### config.mk
export PLATFORM = sky130hd
export DESIGN_NAME = comparador_serial_n_flat
export DESIGN_NICKNAME = d
export VERILOG_FILES = /design/src/rtl/comparador_serial_n_if.sv /design/src/rtl/comparador_serial_n.sv /design/src/flat_wrapper.sv
export SDC_FILE = /design/constraint.sdc
export NUM_CORES = 1
export LEC_CHECK = 0
export ABC_CLOCK_PERIOD_IN_PS = 4700
export CORE_MARGIN = 5
export CORE_UTILIZATION = 53
export CTS_CLUSTER_SIZE = 14
export DETAILED_ROUTE_END_ITERATION = 8
export PLACE_DENSITY_LB_ADDON = 0.1
export SYNTH_ARGS = -nofsm -noshare
export SYNTH_HDL_FRONTEND = slang
export SYNTH_SLANG_ARGS = --single-unit
export TNS_END_PERCENT = 10
### constraint.sdc
create_clock -name clock -period 4.7 [get_ports clock]
set_input_delay 0.47 -clock clock [delete_from_list [all_inputs] [get_ports clock]]
set_output_delay 0.47 -clock clock [all_outputs]
set_load 0.005 [all_outputs]
### src/rtl/comparador_serial_n_if.sv
// Operand/handshake bundle for the serial comparator: start request, operands,
// cascade inputs on one side; registered result, busy and done pulse on the other.
interface comparador_serial_n_if #(
  parameter int N = 6
);
  logic         iniciar;
  logic [N-1:0] A;
  logic [N-1:0] B;
  logic         ALBi;
  logic         AGBi;
  logic         AEBi;
  logic         ALBo;
  logic         AGBo;
  logic         AEBo;
  logic         ocupado;
  logic         pronto;

  modport master (
    output iniciar, A, B, ALBi, AGBi, AEBi,
    input  ALBo, AGBo, AEBo, ocupado, pronto
  );

  modport slave (
    input  iniciar, A, B, ALBi, AGBi, AEBi,
    output ALBo, AGBo, AEBo, ocupado, pronto
  );
endinterface

### src/rtl/comparador_serial_n.sv
// Serial magnitude comparator: walks K-bit slices of captured operands MSB first,
// stops at the first differing slice, and falls back to the cascade inputs on full equality.
module comparador_serial_n #(
  parameter int N = 6,
  parameter int K = 2
) (
  input  logic                  clock,
  input  logic                  reset,
  comparador_serial_n_if.slave  bus
);
  localparam int S  = N / K;
  localparam int IW = (S > 1) ? $clog2(S) : 1;

  typedef enum logic [1:0] {OCIOSO, COMPARA, FIM} state_t;

  state_t         r_state, w_state_next;
  logic [N-1:0]   r_a, r_b, w_a_next, w_b_next;
  logic           r_albi, r_agbi, r_aebi;
  logic           w_albi_next, w_agbi_next, w_aebi_next;
  logic [IW-1:0]  r_idx, w_idx_next;
  logic           r_alb, r_agb, r_aeb;
  logic           w_alb_next, w_agb_next, w_aeb_next;
  logic           r_ocupado, r_pronto;

  logic [K-1:0]   w_slice_a [S];
  logic [K-1:0]   w_slice_b [S];
  logic [K-1:0]   w_cur_a, w_cur_b;

  for (genvar gi = 0; gi < S; gi++) begin : g_slices
    assign w_slice_a[gi] = r_a[gi*K +: K];
    assign w_slice_b[gi] = r_b[gi*K +: K];
  end

  assign w_cur_a = w_slice_a[r_idx];
  assign w_cur_b = w_slice_b[r_idx];

  always_ff @(posedge clock or negedge reset) begin
    if (!reset) begin
      r_state   <= OCIOSO;
      r_a       <= '0;
      r_b       <= '0;
      r_albi    <= 1'b0;
      r_agbi    <= 1'b0;
      r_aebi    <= 1'b0;
      r_idx     <= '0;
      r_alb     <= 1'b0;
      r_agb     <= 1'b0;
      r_aeb     <= 1'b0;
      r_ocupado <= 1'b0;
      r_pronto  <= 1'b0;
    end else begin
      r_state   <= w_state_next;
      r_a       <= w_a_next;
      r_b       <= w_b_next;
      r_albi    <= w_albi_next;
      r_agbi    <= w_agbi_next;
      r_aebi    <= w_aebi_next;
      r_idx     <= w_idx_next;
      r_alb     <= w_alb_next;
      r_agb     <= w_agb_next;
      r_aeb     <= w_aeb_next;
      // Status flags are registered from the next state so they line up with it.
      r_ocupado <= (w_state_next != OCIOSO);
      r_pronto  <= (w_state_next == FIM);
    end
  end

  always_comb begin
    w_state_next = r_state;
    w_a_next     = r_a;
    w_b_next     = r_b;
    w_albi_next  = r_albi;
    w_agbi_next  = r_agbi;
    w_aebi_next  = r_aebi;
    w_idx_next   = r_idx;
    w_alb_next   = r_alb;
    w_agb_next   = r_agb;
    w_aeb_next   = r_aeb;

    unique case (r_state)
      OCIOSO: begin
        if (bus.iniciar) begin
          w_a_next     = bus.A;
          w_b_next     = bus.B;
          w_albi_next  = bus.ALBi;
          w_agbi_next  = bus.AGBi;
          w_aebi_next  = bus.AEBi;
          w_idx_next   = IW'(S - 1);
          w_state_next = COMPARA;
        end
      end
      COMPARA: begin
        if (w_cur_a > w_cur_b) begin
          w_alb_next   = 1'b0;
          w_agb_next   = 1'b1;
          w_aeb_next   = 1'b0;
          w_state_next = FIM;
        end else if (w_cur_a < w_cur_b) begin
          w_alb_next   = 1'b1;
          w_agb_next   = 1'b0;
          w_aeb_next   = 1'b0;
          w_state_next = FIM;
        end else if (r_idx != '0) begin
          w_idx_next   = r_idx - 1'b1;
        end else begin
          w_alb_next   = r_albi;
          w_agb_next   = r_agbi;
          w_aeb_next   = r_aebi;
          w_state_next = FIM;
        end
      end
      FIM: begin
        w_state_next = OCIOSO;
      end
      default: begin
        w_state_next = OCIOSO;
      end
    endcase
  end

  assign bus.ALBo    = r_alb;
  assign bus.AGBo    = r_agb;
  assign bus.AEBo    = r_aeb;
  assign bus.ocupado = r_ocupado;
  assign bus.pronto  = r_pronto;
endmodule

### src/flat_wrapper.sv
// flat-port wrapper written by rule: the top's interface ports become plain ports
module comparador_serial_n_flat 
#(
  parameter int N = 6,
  parameter int K = 2
)
  (clock, reset, bus_iniciar, bus_A, bus_B, bus_ALBi, bus_AGBi, bus_AEBi, bus_ALBo, bus_AGBo, bus_AEBo, bus_ocupado, bus_pronto);
  comparador_serial_n_if #(.N(N)) bus_i ();
  input  logic clock;
  input  logic reset;
  input wire logic [$bits(bus_i.iniciar)-1:0] bus_iniciar;
  input wire logic [$bits(bus_i.A)-1:0] bus_A;
  input wire logic [$bits(bus_i.B)-1:0] bus_B;
  input wire logic [$bits(bus_i.ALBi)-1:0] bus_ALBi;
  input wire logic [$bits(bus_i.AGBi)-1:0] bus_AGBi;
  input wire logic [$bits(bus_i.AEBi)-1:0] bus_AEBi;
  output wire logic [$bits(bus_i.ALBo)-1:0] bus_ALBo;
  output wire logic [$bits(bus_i.AGBo)-1:0] bus_AGBo;
  output wire logic [$bits(bus_i.AEBo)-1:0] bus_AEBo;
  output wire logic [$bits(bus_i.ocupado)-1:0] bus_ocupado;
  output wire logic [$bits(bus_i.pronto)-1:0] bus_pronto;
  assign bus_i.iniciar = bus_iniciar;
  assign bus_i.A = bus_A;
  assign bus_i.B = bus_B;
  assign bus_i.ALBi = bus_ALBi;
  assign bus_i.AGBi = bus_AGBi;
  assign bus_i.AEBi = bus_AEBi;
  assign bus_ALBo = bus_i.ALBo;
  assign bus_AGBo = bus_i.AGBo;
  assign bus_AEBo = bus_i.AEBo;
  assign bus_ocupado = bus_i.ocupado;
  assign bus_pronto = bus_i.pronto;
  comparador_serial_n #(.N(N), .K(K)) u_core (.clock(clock), .reset(reset), .bus(bus_i));
endmodule
# Word level (Yosys, flattened, before mapping)
# Cells that the tools add are included.
[op_classes] n_lt_le_gt_ge=3 bitwise=1 n_addsub=1 n_reduce_logical=7 mux=25 eq_ne=7
[ops] cell="two-way mux 2 bit" n=12
[ops] cell="two-way mux 1 bit" n=9
[ops] cell="binary-select mux 2 bit (select 2 bit)" n=2
[ops] cell="case mux 2 bit (2 select lines)" n=2
[ops] cell="!= test 2 bit (second input constant)" n=3
[ops] cell="nonzero test 2 bit" n=3
[ops] cell="AND reduction 5 bit" n=1
[ops] cell="AND reduction 2 bit" n=2
[ops] cell="greater-or-equal comparator 3 bit (second input constant)" n=1
[ops] cell="!= test 3 x 1 -> 1 bit (second input constant)" n=1
[ops] cell="inverter 2 -> 3 bit" n=1
[ops] cell="equality test 2 x 1 -> 1 bit (second input constant)" n=1
[ops] cell="equality test 2 bit (second input constant)" n=1
[ops] cell="> comparator 2 bit" n=1
[ops] cell="logical NOT 2 bit" n=1
[ops] cell="< comparator 2 bit" n=1
[ops] cell="!= test 2 x 1 -> 1 bit (second input constant)" n=1
[ops] cell="subtractor 2 x 1 -> 2 bit (second input constant)" n=1
[totals] out_inout_bits=5 inputBits=18 word_cells=56 ff_bits=24

# Logic depth before layout (Yosys ltp)
[depth] word_depth=9 mapped_depth=8 mapped_depth_nobuf=7

# Least setup slack after synthesis
# OpenSTA, ideal clock, no wires.
[synth_timing] kind="reg-to-reg" start="reg u_core.r_idx[0]" end="reg u_core.r_alb, in the netlist u_core.bus.ALBo" setup_ns=0.125 required_ns=4.575 period_less_slack_ns=1.973 slack_ns=2.727 path_stages_with_launch=8 arrival_time_ns=1.848 path_cell_list="dfrtp_1 > buf_2 > nor2b_1 > a21oi_1 > ha_1 > and2_1 > a31oi_4 > mux2_2"
[synth_via] elab_chain_cells=7 word_cells_on_any_way=14 cone_classes="order compare: 2; eq/ne: 1; mux: 8; bitwise: 1; reduce/logical: 2"
[synth_lines] item="start: declaration" line_no="comparador_serial_n.sv:20" text="logic [IW-1:0] r_idx, w_idx_next;"
[synth_lines] item="start signal: assignment" line_no="comparador_serial_n.sv:58" text="r_idx <= w_idx_next;"
[synth_lines] item="inverter 2 -> 3 bit (implied by the code)" line_no="comparador_serial_n.sv:34, comparador_serial_n.sv:35"
[synth_lines] item="binary-select mux 2 bit (select 2 bit), on equally long branches" line_no="comparador_serial_n.sv:34, comparador_serial_n.sv:35"
[synth_lines] item="two-way mux 2 bit, on equally long branches (2 in a row)" line_no="comparador_serial_n.sv:34, comparador_serial_n.sv:35"
[synth_lines] item="< comparator 2 bit or > comparator 2 bit (tied branches)" line_no="comparador_serial_n.sv:98, comparador_serial_n.sv:93"
[synth_lines] item="!= test 3 x 1 -> 1 bit (no line) or two-way mux 1 bit (tied branches)"
[synth_lines] item="AND reduction 2 bit (no line) or two-way mux 1 bit (tied branches)"
[synth_lines] item="end signal: assignment" line_no="comparador_serial_n.sv:59" text="r_alb <= w_alb_next;"
[synth_lines] item="end: declaration" line_no="comparador_serial_n.sv:21" text="logic r_alb, r_agb, r_aeb;"
# Several ways; a longest one is shown, not always the timed one. The select of a mux whose other input is x is not followed.
# A chain may end at the register's enable or synchronous reset.

# Worst setup path after layout
# Same ends and word-level chain as after synthesis.

==> out/metrics.yaml <==
status: "finished clean"
start_kind: "flip-flop"
avgSynthCellArea_um2: 13.7
relSlewSlack_pct: 30.7
hpwl_mm: 1.51
antenna_found_initial: 0
cts_num_sinks: 24
layout-drive-gt1-share_pct: 26.9
vias: 704
fin_util_pct: 69.7
endpoint_kind: "flip-flop"
power.ir.vdd_worst_mv: 0.405
yosys.area.top_type: "dfrtp_1"
diodes: 0
grt_pass1_vias: 768
cts_buffers: 3
internal_power_mw: 0.590
synth.distinct_cells: 26
grt_pass1_wl_mm: 3.49
fmax_mhz: 475
critPathRequiredTime_ns: 4.92
critPathMaxFanout: 6
cts-resized-gates: 0
maxCapViolations: 0
core_region_area_um2: 2020
synthTopCellsByArea: "dfrtp_1 52%, mux2_2 16%, mux2i_1 6.1%"
clock_latency_ns: 0.32
globalplace.congestion: 0.772
setup_viol: 0
power.density_nw_per_um2: 641
syn-num-nets: 105
vias_per_cell: 5.21
cts.path.max_buffers: 2
initial_core_util_pct: 56.8
final_cell_area_um2: 1410
cp.buffers_inverters: 0
dieArea_um2: 3200
syn_inst: 84
final_nets: 130
yosys_warnings: 0
cts-root-buf: "clkbuf_4"
clockPowerShare_pct: 12.0
path_class: "reg2reg"
dp_cells: 131
post_drt_wl_per_cell_um: 14.5
h-tree-depth: 1
cts-hold-fix-buffers: 0
routed_wl_mm: 1.96
ys_seq_area_share_pct: 52.3
p_comb_share_pct: 47.8
num_rows: 16
setup_tns_ns: 0
cp_slowest_cell: "dfrtp_1"
layout.cells.non_filler: 135
crit_chain: "nor2b_1 > nand2_1 > o21ai_0 > ha_1 > and2_1 > a31oi_4 > mux2_2"
placed_area_um2: 1370
gr-total-overflow: 0
grt_start_max_net_pins: 25
syn-cell-area_um2: 1150
ant_nets: 0
maxSlewViolCount: 0
fin_crit_sh_pct: 44.8
cts_tree: "done"
max_stage_delay_ns: 0.49
rsz0062_at_grt: "false"
io-pin-count: 23
clk_pin_slew_ns: 0.13
p_seq_share_pct: 40.2
worst_slew_pin_slew_ns: 1.04
grt_use_total_pct: 14.2
p_switching_mw: 0.314
total_leakage_power_nw: 0.590
hold_class: "reg2reg"
area_delta_synth_final_pct: 22.8
die_h_um: 56.6
drt-pass1-iter-count: 4
die_x_um: 56.6
fin_worst_skew_ns: 0.00751
post-cts-setup-buffers: 0
synth_top_area_share_pct: 52.3
fin_crit_ns: 2.11
finalPower_mw: 0.904
cp.arrival_ns: 2.32
finalHoldViolCount: 0
drc: 0
io_buffers: 22
synth_ff_type: "dfrtp_1"
postSynth.asyncResetShare_pct: 100
p_sw_share_pct: 34.7
drtIter0Drc: 1
synth-seq-cells: 24
synth_edf_count: 0
crit_family: "simple AND/OR/NAND/NOR gates"
==> Yosys cell counts, drive strengths merged (2+ instances only) <==
| cell type | n |
|---|---|
| nand2b | 2 |
| a31oi | 2 |
| a21oi | 2 |
| nor2b | 2 |
| inv | 5 |
| nand2 | 3 |
| o21ai | 2 |
| buf | 3 |
| dfrtp | 24 |
| mux2i | 7 |
| nor2 | 4 |
| mux2 | 17 |
| ha | 3 |
==> layer usage <==
metal	part of all wire, %	GRT usage (%)
met1	44	17.3
met2	47	22.4
met3	5.5	3.90
met4	2.9	8.14
met5	0	0
==> area by class of cell <==
cell class                 count  area [um^2]
clock buffer                   4         36.3
fill                         153          612
inverter                       5         18.8
multi-input combinational     52          493
sequential                    24          601
tap                           27         33.8
timing repair buffer          23          228
==> through the flow <==
stage | worst slack, ns | hold slack [ns]
after floorplan | 2.73 | 0.174
after global placement | 2.69 | 0.499
after detailed placement | 2.59 | 0.503
after CTS | 2.58 | 0.535
after global routing | 2.46 | 0.541
final | 2.59 | 0.531
==> path summary, 6_finish.rpt <==
check,startpoint,endpoint,slack (ns),cells past startpoint
max,u_core.r_idx[0],u_core.bus.ALBo,2.59,7
min,u_core.r_b[3],u_core.r_b[3],0.53,1
max reg2reg,u_core.r_idx[0],u_core.bus.ALBo,2.59,7
min reg2reg,u_core.r_b[3],u_core.r_b[3],0.53,1
max in group asynchronous,reset,u_core.r_a[2],3.38,1
min in group asynchronous,reset,u_core.r_b[2],0.70,1
==> placed cells by master (no fill, tap or decap), types with 2 or more instances in the layout <==
| master | n |
|---|---|
| clkdlybuf4s50_1 | 22 |
| dfrtp_1 | 24 |
| mux2_2 | 16 |
| o21ai_0 | 2 |
| clkbuf_4 | 3 |
| ha_1 | 3 |
| nor2b_1 | 2 |
| a21oi_1 | 2 |
| nand2_1 | 3 |
| inv_1 | 5 |
| mux2i_1 | 7 |
| nor2_1 | 4 |
==> state kept, by name, summed over array words and instances (netlist names), 2 cells and up <==
name,cells
u_core.r_a,6
u_core.r_state,2
u_core.r_b,6
u_core.r_idx,2
==> kinds of logic (layout without fill, tap and decap cells) <==
logic type               after synthesis  count (layout)  share of synthesized area, %
AND/OR/NAND/NOR                       15              15                          9.59
buffers and inverters                  8              32                          4.79
multiplexers                          24              24                          23.1
AO/OA/AOI/OAI                         10              10                          6.97
flip-flops                            24              24                          52.3
adder cells (fa/ha/maj)                3               3                          3.27
==> power by group through the flow <==
stage                     logic (mW)  clock network, mW  registers (mW)
after floorplan                0.349                  0           0.347
after global placement         0.417                  0           0.369
after detailed placement       0.439                  0           0.370
after CTS                      0.439              0.116           0.365
after global routing           0.479              0.123           0.377
final                          0.432              0.108           0.364
==> worst register-to-register path: cells and delay by family, from the launching register on <==
kind | cells | cell delay, ns
adders and majority gates | 1 | 0.28
muxes | 1 | 0.36
and+or+nand+nor | 3 | 0.57
DFF | 1 | 0.49
AOI/OAI and AO/OA | 2 | 0.31
Power figures use the tool's default switching activity.
